[src/rtl/mul_seq_ctrl_if.sv]
// mul_seq_ctrl_if: EX-stage handshake between the pipeline and the iterative multiplier.
interface mul_seq_ctrl_if #(parameter int XLEN = 32);
    logic            start;
    logic [1:0]      op;
    logic [XLEN-1:0] rs1;
    logic [XLEN-1:0] rs2;
    logic            flush;
    logic            stall;
    logic            busy;
    logic            done;
    logic [XLEN-1:0] result;

    modport master (output start, op, rs1, rs2, flush, input stall, busy, done, result);
    modport slave  (input start, op, rs1, rs2, flush, output stall, busy, done, result);
endinterface

[src/rtl/mul_seq_ctrl.sv]
// mul_seq_ctrl: radix-2 shift-add sequencer for RV32M MUL/MULH/MULHSU/MULHU.
// Multiplies operand magnitudes over XLEN cycles, then applies the sign and picks the product half.
module mul_seq_ctrl #(
    parameter int XLEN = 32
) (
    input logic           clk,
    input logic           rst_n,
    mul_seq_ctrl_if.slave bus
);
    localparam int CW = $clog2(XLEN);

    typedef enum logic [1:0] {IDLE, CALC, DONE} state_t;

    state_t            state_q, state_d;
    logic [CW-1:0]     cnt_q, cnt_d;
    logic [XLEN-1:0]   a_q, a_d;
    logic [XLEN-1:0]   hi_q, hi_d;
    logic [XLEN-1:0]   lo_q, lo_d;
    logic              neg_q, neg_d;
    logic [1:0]        op_q, op_d;
    logic [XLEN-1:0]   result_q, result_d;
    logic [XLEN:0]     sum;
    logic [2*XLEN-1:0] prod;
    logic [2*XLEN-1:0] p;
    logic              rs1_neg, rs2_neg;

    always_ff @(posedge clk or negedge rst_n) begin
        if (!rst_n) begin
            state_q  <= IDLE;
            cnt_q    <= '0;
            a_q      <= '0;
            hi_q     <= '0;
            lo_q     <= '0;
            neg_q    <= 1'b0;
            op_q     <= 2'b00;
            result_q <= '0;
        end else begin
            state_q  <= state_d;
            cnt_q    <= cnt_d;
            a_q      <= a_d;
            hi_q     <= hi_d;
            lo_q     <= lo_d;
            neg_q    <= neg_d;
            op_q     <= op_d;
            result_q <= result_d;
        end
    end

    // lo_q starts as the multiplier and fills with product bits as it shifts out
    always_comb begin
        state_d  = state_q;
        cnt_d    = cnt_q;
        a_d      = a_q;
        hi_d     = hi_q;
        lo_d     = lo_q;
        neg_d    = neg_q;
        op_d     = op_q;
        result_d = result_q;
        sum      = {1'b0, hi_q} + (lo_q[0] ? {1'b0, a_q} : '0);
        prod     = {sum, lo_q[XLEN-1:1]};
        p        = neg_q ? -prod : prod;
        rs1_neg  = (bus.op[0] ^ bus.op[1]) & bus.rs1[XLEN-1];
        rs2_neg  = (bus.op == 2'b01) & bus.rs2[XLEN-1];
        if (bus.flush) begin
            state_d = IDLE;
        end else if (state_q == IDLE && bus.start) begin
            a_d     = rs1_neg ? -bus.rs1 : bus.rs1;
            lo_d    = rs2_neg ? -bus.rs2 : bus.rs2;
            hi_d    = '0;
            cnt_d   = '0;
            neg_d   = rs1_neg ^ rs2_neg;
            op_d    = bus.op;
            state_d = CALC;
        end else if (state_q == CALC) begin
            hi_d  = prod[2*XLEN-1:XLEN];
            lo_d  = prod[XLEN-1:0];
            cnt_d = cnt_q + CW'(1);
            if (cnt_q == CW'(XLEN - 1)) begin
                state_d  = DONE;
                result_d = (op_q == 2'b00) ? p[XLEN-1:0] : p[2*XLEN-1:XLEN];
            end
        end else if (state_q == DONE) begin
            state_d = IDLE;
        end
    end

    assign bus.stall  = (state_q == IDLE && bus.start && !bus.flush) || (state_q == CALC);
    assign bus.busy   = (state_q != IDLE);
    assign bus.done   = (state_q == DONE) && !bus.flush;
    assign bus.result = result_q;
endmodule
[src/flat_wrapper.sv]
// flat-port wrapper written by rule: the top's interface ports become plain ports
module mul_seq_ctrl_flat 
#(
    parameter int XLEN = 32
)
  (clk, rst_n, bus_start, bus_op, bus_rs1, bus_rs2, bus_flush, bus_stall, bus_busy, bus_done, bus_result);
  mul_seq_ctrl_if #(.XLEN(XLEN)) bus_i ();
  input logic clk;
  input logic rst_n;
  input wire logic [$bits(bus_i.start)-1:0] bus_start;
  input wire logic [$bits(bus_i.op)-1:0] bus_op;
  input wire logic [$bits(bus_i.rs1)-1:0] bus_rs1;
  input wire logic [$bits(bus_i.rs2)-1:0] bus_rs2;
  input wire logic [$bits(bus_i.flush)-1:0] bus_flush;
  output wire logic [$bits(bus_i.stall)-1:0] bus_stall;
  output wire logic [$bits(bus_i.busy)-1:0] bus_busy;
  output wire logic [$bits(bus_i.done)-1:0] bus_done;
  output wire logic [$bits(bus_i.result)-1:0] bus_result;
  assign bus_i.start = bus_start;
  assign bus_i.op = bus_op;
  assign bus_i.rs1 = bus_rs1;
  assign bus_i.rs2 = bus_rs2;
  assign bus_i.flush = bus_flush;
  assign bus_stall = bus_i.stall;
  assign bus_busy = bus_i.busy;
  assign bus_done = bus_i.done;
  assign bus_result = bus_i.result;
  mul_seq_ctrl #(.XLEN(XLEN)) u_core (.clk(clk), .rst_n(rst_n), .bus(bus_i));
endmodule
[config.mk]
export PLATFORM = sky130hd
export DESIGN_NAME = mul_seq_ctrl_flat
export DESIGN_NICKNAME = d
export VERILOG_FILES = /design/src/rtl/mul_seq_ctrl_if.sv /design/src/rtl/mul_seq_ctrl.sv /design/src/flat_wrapper.sv
export SDC_FILE = /design/constraint.sdc
export NUM_CORES = 1
export LEC_CHECK = 0
export ABC_CLOCK_PERIOD_IN_PS = 6650
export CORE_MARGIN = 3
export CORE_UTILIZATION = 33
export DETAILED_ROUTE_END_ITERATION = 16
export PLACE_DENSITY = 0.56
export SLEW_MARGIN = 20
export SYNTH_ARGS = -nofsm -noshare
export SYNTH_HDL_FRONTEND = slang
export SYNTH_SLANG_ARGS = --single-unit
[constraint.sdc]
create_clock -name clk -period 6.65 [get_ports clk]
set_input_delay 1.995 -clock clk [delete_from_list [all_inputs] [get_ports clk]]
set_output_delay 1.995 -clock clk [all_outputs]
set_load 0.01 [all_outputs]
==> results of run 1 <==
-- cell families after synthesis --
logic type                 count (synthesis)
AOI/OAI and AO/OA                        440
buffers and inverters                    108
adders and majority gates                 39
xor gates and xnor gates                 133
and+or+nand+nor                          490
muxes                                      4
DFF                                      138
-- registers in the layout, summed over array words and instances (netlist names) --
register           cells
u_core.neg_q           1
u_core.state_q         2
u_core.cnt_q           5
u_core.a_q            32
u_core.hi_q           32
u_core.bus.result     32
u_core.op_q            2
u_core.lo_q           32
-- synth_stat cells, types with 17 or more instances --
library cell    n  share of area
xnor2_1        61          0.049
a22oi_1        30          0.021
nor2_1         92          0.032
dfrtp_1       138           0.32
inv_1          29          0.010
o41ai_1        17          0.014
o31ai_1        23          0.016
and2_1         42          0.024
nand2_1       176          0.061
clkbuf_1       61          0.021
nand3_1        53          0.024
o21ai_0       163          0.075
xor2_1         69          0.056
ha_1           38          0.044
a21oi_1        85          0.039
nor3_1         22          0.010
-- metal layers --
layer	track usage	vias up	wire length, um
li1	-	5005	-
met1	0.279	4787	16900
met2	0.289	264	14800
met3	0.0340	44	1500
met4	0.0629	0	848
met5	0	-	0
-- metrics by stage --
step	hold WS (ns)	power (uW)	instance area [um2]	util
floorplan	0.442	2440	10900	-
global placement	0.459	3000	12200	0.380
detailed placement	0.467	3020	12200	0.380
CTS	0.481	4040	12800	0.399
global route	0.495	4300	12800	0.399
finish	0.475	4030	12800	0.399
-- final timing paths --
kind | from | endpoint | slack (ns) | cells after the start
worst min register to register | u_core.a_q[8]$_DFFE_PN0P_ | u_core.a_q[8]$_DFFE_PN0P_ | 0.48 | 2
worst max register to register | u_core.lo_q[0]$_DFFE_PN0P_ | u_core.bus.result[31]$_DFFE_PN0P_ | 1.58 | 12
worst min-delay path | u_core.a_q[8]$_DFFE_PN0P_ | u_core.a_q[8]$_DFFE_PN0P_ | 0.48 | 2
min in group asynchronous | rst_n | u_core.a_q[13]$_DFFE_PN0P_ | 1.65 | 1
worst max-delay path | bus_start | bus_stall | 1.07 | 5
max in group asynchronous | rst_n | u_core.hi_q[11]$_DFFE_PN0P_ | 3.94 | 2
-- power by group through the flow --
stage	sequential, uW	clock [uW]	combinational [uW]
6_report	1160	1020	1860
5_1_grt	1180	1080	2040
4_1_cts	1150	1030	1860
3_5_place_dp	1170	0	1850
3_3_place_gp	1160	0	1840
2_1_floorplan	1100	0	1340
-- worst max-delay path, cell delays in order --
cell,delay (ns)
clkdlybuf4s50_1,0.45
nand2_1,0.12
or2_4,0.34
o21ai_0,0.11
clkdlybuf4s50_1,0.57
-- final cells by class --
cell class	count	area (um2)	share of cell area
inverters	29	109	0.00850
repair buffers	115	1120	0.0879
clock buffers	17	425	0.0332
well taps	435	544	0.0425
multi-input cells	1106	6960	0.543
clock inverters	15	188	0.0147
flip-flops and latches	138	3450	0.270
==> summary.md, run 1 <==
## Clock tree
• post-cts hold buffer count: 0
• clock tree from TritonCTS: done
• number of H-tree branching levels: 4
• post-CTS resize count: 0
• total CTS buffers: 17
• clock-pin slew reported for the worst setup and hold paths after clock tree synthesis: 0.06 ns
• TritonCTS sink count: 138
• number of setup buffers added after CTS: 0
• Skew-Pair Late Insertion Delay: 0.44 ns
• Clock Tree Buf Depth: 2
• Clock Root Buffer: clkbuf_16

## Die
• Die ar.: 35200 um2
• Die Height: 188 um
• Row Count: 65
• floorplan die width: 188 um
• count of boundary I/O pins: 105
• starting density of the core: 0.340
• area of the core: 32000 um2

## Placed design
• worst slack, placed: 1.09 ns
• post-detail-place hpwl: 26000 um
• number of buffers inserted by port buffering: 104
• final weighted congestion in routability-driven placement: 0.923
• Inst Count DP: 1823

## Global route
• initial antenna violation count: 0
• total global-route track usage: 0.192
• via count of the first global-routing pass: 9775
• largest net degree at the start of global routing: 109
• global-route wire length before repair: 54400 um
• Remaining Overflow, GRT: 0

## STA
• final worst path period need: 5.58 ns
• Worst slew margin: 0.306
• post-layout worst setup margin: 1.07 ns
• worst-margin pin slew: 1.04 ns
• maximum clock skew at final layout: 0.0154 ns
• Max Clock Freq: 179 MHz
• unrepaired setup endpoints after global routing: no
• final hold violation count: 0
• fin. max-slew vios: 0
• crit share post-route: 0.839
• setup total negative slack: 0 ns
• total of endpoints with negative setup slack in the final report: 0

## Yosys
• top_reg_cell synth: dfrtp_1
• distinct cell type count of the synthesized netlist: 94
• proportion of synthesized area in mux cells: 0.00380
• synthesized-area fraction occupied by adder cells: 0.0455
• main combinational cell family by area after synthesis: compound AO/OA/AOI/OAI gates
• count of mapped cells out of synthesis: 1352
• fraction of registers with async set or reset after synthesis: 1.00
• number of enable-type register cells in the synthesized netlist: 0
• Synth Area in Compound Gates: 0.258
• sequential-to-total area share from yosys stat: 0.317
• cell area after synthesis: 10900 um2
• flip-flop and latch count after synthesis: 138
• post-synthesis share of cell area spent on and, or, nand and nor gates: 0.222
• average size of a mapped cell: 8.05 um2
• XOR/XNOR Fraction of Synth Area: 0.109
• warning count from the yosys run: 0
• syn_nets: 1461

## Power
• switching power share of the total: 0.439
• switching power summed over all nets: 1770 uW
• part of the power in registers: 0.287
• Cell Pwr Density: 315 nW/um2
• peak supply drop: 0.171 mV
• leakage power figure: 0.00516 uW
• combinational group share of total power: 0.462
• Clock Power Share: 0.252
• design internal power: 2260 uW

## Route
• drc violations: 0
• Via-to-Cell Ratio: 5.44
• Final ANT Viol Nets: 0
• Pre-antenna DRT Iters: 5
• drt first-iter violations: 721
• via total after detailed routing: 10100
• Post-Route WL: 34000 um
• post-detailed-route wirelength per cell: 18.3 um

## Worst setup path
• CP startpoint kind: input port
• arrival time of data at the critical path endpoint: 3.58 ns
• Crit Path Max Fanout: 19
• Worst EP required: 4.66 ns
• endpoint kind of the worst setup timing path: primary output
• startpoint-to-endpoint class of the critical path: input port to primary output

## Finish
• commonest cells after routing, fill and taps aside: nand2_1 (175), o21ai_0 (163), dfrtp_1 (138)
• number of nets in the layout: 1516
• Antenna Diode Count: 0
• layout-stage area growth over the synthesis result: 17.7%
• ratio of cells with drive above 1 in the final layout: 0.0676
• most frequent standard cell in the layout excluding fill and tap cells: nand2_1
• post-layout instance count excluding filler cells: 1855
• number of filler instances in the final layout: 3344

## Flow run
• Max-Cap Viols: 0

## Min path
• class of the worst hold path: register to register

## Outcome
• outcome: finished, final reports clean

No activity file was read; power rests on OpenSTA's default activity.
==> run 2, diff against run 1 <==
ABC_CLOCK_PERIOD_IN_PS = 5000   (was 6650)
PLACE_DENSITY = 0.58   (was 0.56)
clock period = 5 ns   (was 6.65 ns; I/O delays follow)
==> run 2 against run 1 <==
Against the previous run: first-iteration DRC count is 22% higher; sequential share of layout area is 0.27 points lower; cell area is 1.0% higher; global-route usage is 0.71 points higher; sequential power is 32% higher; largest power group unchanged.
==> summary.md, run 2 (same netlist as run 1, synthesis figures left out) <==
## STA
• setup total negative slack: 0 ns
• post-layout worst setup margin: 0.273 ns
• crit share post-route: 0.945
• Worst slew margin: 0.459
• worst-margin pin slew: 0.812 ns
• Max Clock Freq: 212 MHz
• fin. max-slew vios: 0
• final hold violation count: 0
• final worst path period need: 4.73 ns
• maximum clock skew at final layout: 0.0128 ns
• total of endpoints with negative setup slack in the final report: 0
• unrepaired setup endpoints after global routing: no

## Global route
• Remaining Overflow, GRT: 0
• initial antenna violation count: 1
• global-route wire length before repair: 55800 um
• total global-route track usage: 0.199
• largest net degree at the start of global routing: 84
• via count of the first global-routing pass: 9775

## Clock tree
• Clock Tree Buf Depth: 2
• Skew-Pair Late Insertion Delay: 0.45 ns
• number of setup buffers added after CTS: 0
• number of H-tree branching levels: 4
• Clock Root Buffer: clkbuf_16
• TritonCTS sink count: 138
• total CTS buffers: 17
• clock-pin slew reported for the worst setup and hold paths after clock tree synthesis: 0.07 ns
• clock tree from TritonCTS: done

## Die
• Row Count: 65
• count of boundary I/O pins: 105
• starting density of the core: 0.340
• area of the core: 32000 um2
• Die ar.: 35200 um2
• Die Height: 188 um
• floorplan die width: 188 um

## Outcome
• outcome: finished, final reports clean

## Route
• Pre-antenna DRT Iters: 5
• via total after detailed routing: 10200
• post-detailed-route wirelength per cell: 18.9 um
• Post-Route WL: 35400 um
• drc violations: 0
• Via-to-Cell Ratio: 5.47
• Final ANT Viol Nets: 0
• drt first-iter violations: 882

## Worst setup path
• arrival time of data at the critical path endpoint: 5.06 ns
• endpoint kind of the worst setup timing path: register
• Worst EP required: 5.34 ns
• CP startpoint kind: register
• startpoint-to-endpoint class of the critical path: register to register
• Crit Path Max Fanout: 31

## Finish
• Antenna Diode Count: 0
• most frequent standard cell in the layout excluding fill and tap cells: nand2_1
• cell area after layout: 12900 um2
• ratio of cells with drive above 1 in the final layout: 0.0754
• footprint of the flip-flops and latches: 3450 um2
• layout-stage area growth over the synthesis result: 18.8%
• number of filler instances in the final layout: 3324
• commonest cells after routing, fill and taps aside: nand2_1 (175), o21ai_0 (163), dfrtp_1 (138)
• number of nets in the layout: 1528
• multi-input combinational cell area: 6960 um2

## Placed design
• worst slack, placed: 0.309 ns
• post-detail-place hpwl: 27500 um
• final weighted congestion in routability-driven placement: 0.918
• number of buffers inserted by port buffering: 104
• Placed Area: 12300 um2

## Power
• peak supply drop: 0.280 mV
• leakage power figure: 0.00524 uW
• Cell Pwr Density: 424 nW/um2

## Min path
• class of the worst hold path: register to register

## Flow run
• Max-Cap Viols: 0

## run 2: cell count changes in the layout (fill, tap and decap cells not counted)
cell        before  now
inv_8            0    2
inv_6            6    2
bufinv_16        3    4
buf_12           0    1
buf_4           11   22
clkinvlp_4       3    2
clkinv_4         2    4
## run 2: metal layers
layer  track usage  part of all wire
met1         0.281              0.47
met2         0.302              0.44
met3        0.0381             0.060
met4        0.0765             0.029
met5             0                 0
## run 2: layout make-up
class | count | area share
repair buffers | 127 | 0.0949
multi-input cells | 1106 | 0.538
flip-flops and latches | 138 | 0.267
clock inverters | 15 | 0.0166
clock buffers | 17 | 0.0329
well taps | 435 | 0.0421
inverters | 29 | 0.00842
## run 2: critical path, stage by stage (launching register included)
cell and delay [ns]:
dfrtp_1 0.39, buf_4 0.23, and2_1 0.21, fa_1 0.48, a21o_1 0.26, a221oi_4 0.38
o211ai_2 0.14, a222oi_1 0.52, nand2_2 0.19, or3b_1 0.44, or4b_4 0.59, o41ai_2 0.35
xor2_1 0.12, a221o_1 0.32
## run 2: final timing paths
check,startpoint,to,slack (ns),cells past startpoint
min,u_core.a_q[15]$_DFFE_PN0P_,u_core.a_q[15]$_DFFE_PN0P_,0.48,2
min reg2reg,u_core.a_q[15]$_DFFE_PN0P_,u_core.a_q[15]$_DFFE_PN0P_,0.48,2
min in group asynchronous,rst_n,u_core.bus.result[14]$_DFFE_PN0P_,1.10,1
max,u_core.lo_q[0]$_DFFE_PN0P_,u_core.bus.result[31]$_DFFE_PN0P_,0.27,13
max in group asynchronous,rst_n,u_core.a_q[12]$_DFFE_PN0P_,3.10,2
max reg2reg,u_core.lo_q[0]$_DFFE_PN0P_,u_core.bus.result[31]$_DFFE_PN0P_,0.27,13
## run 2: what timing repair did
action / CTS / global route
gates resized for setup: 0 / 0
endpoints found under the setup margin: 0 / 1
hold buffers: 0 / 0
## run 2: report_power, final
group	total [uW]	switching (uW)	internal, uW	leakage, uW
Sequential	1530	213	1310	0.00180
Clock	1400	558	846	0.000308
Combinational	2560	1620	935	0.00313
Total	5490	2390	3090	0.00524
## run 2: stage by stage
stage                     hold WS (ns)  instances  utilization  total power (uW)
after global routing             0.489       1867        0.404              5840
after floorplan                  0.442       1352            -              3240
after CTS                        0.479       1867        0.404              5500
after global placement           0.456       1835        0.384              4050
final                            0.476       1867        0.404              5490
after detailed placement         0.462       1835        0.384              4080
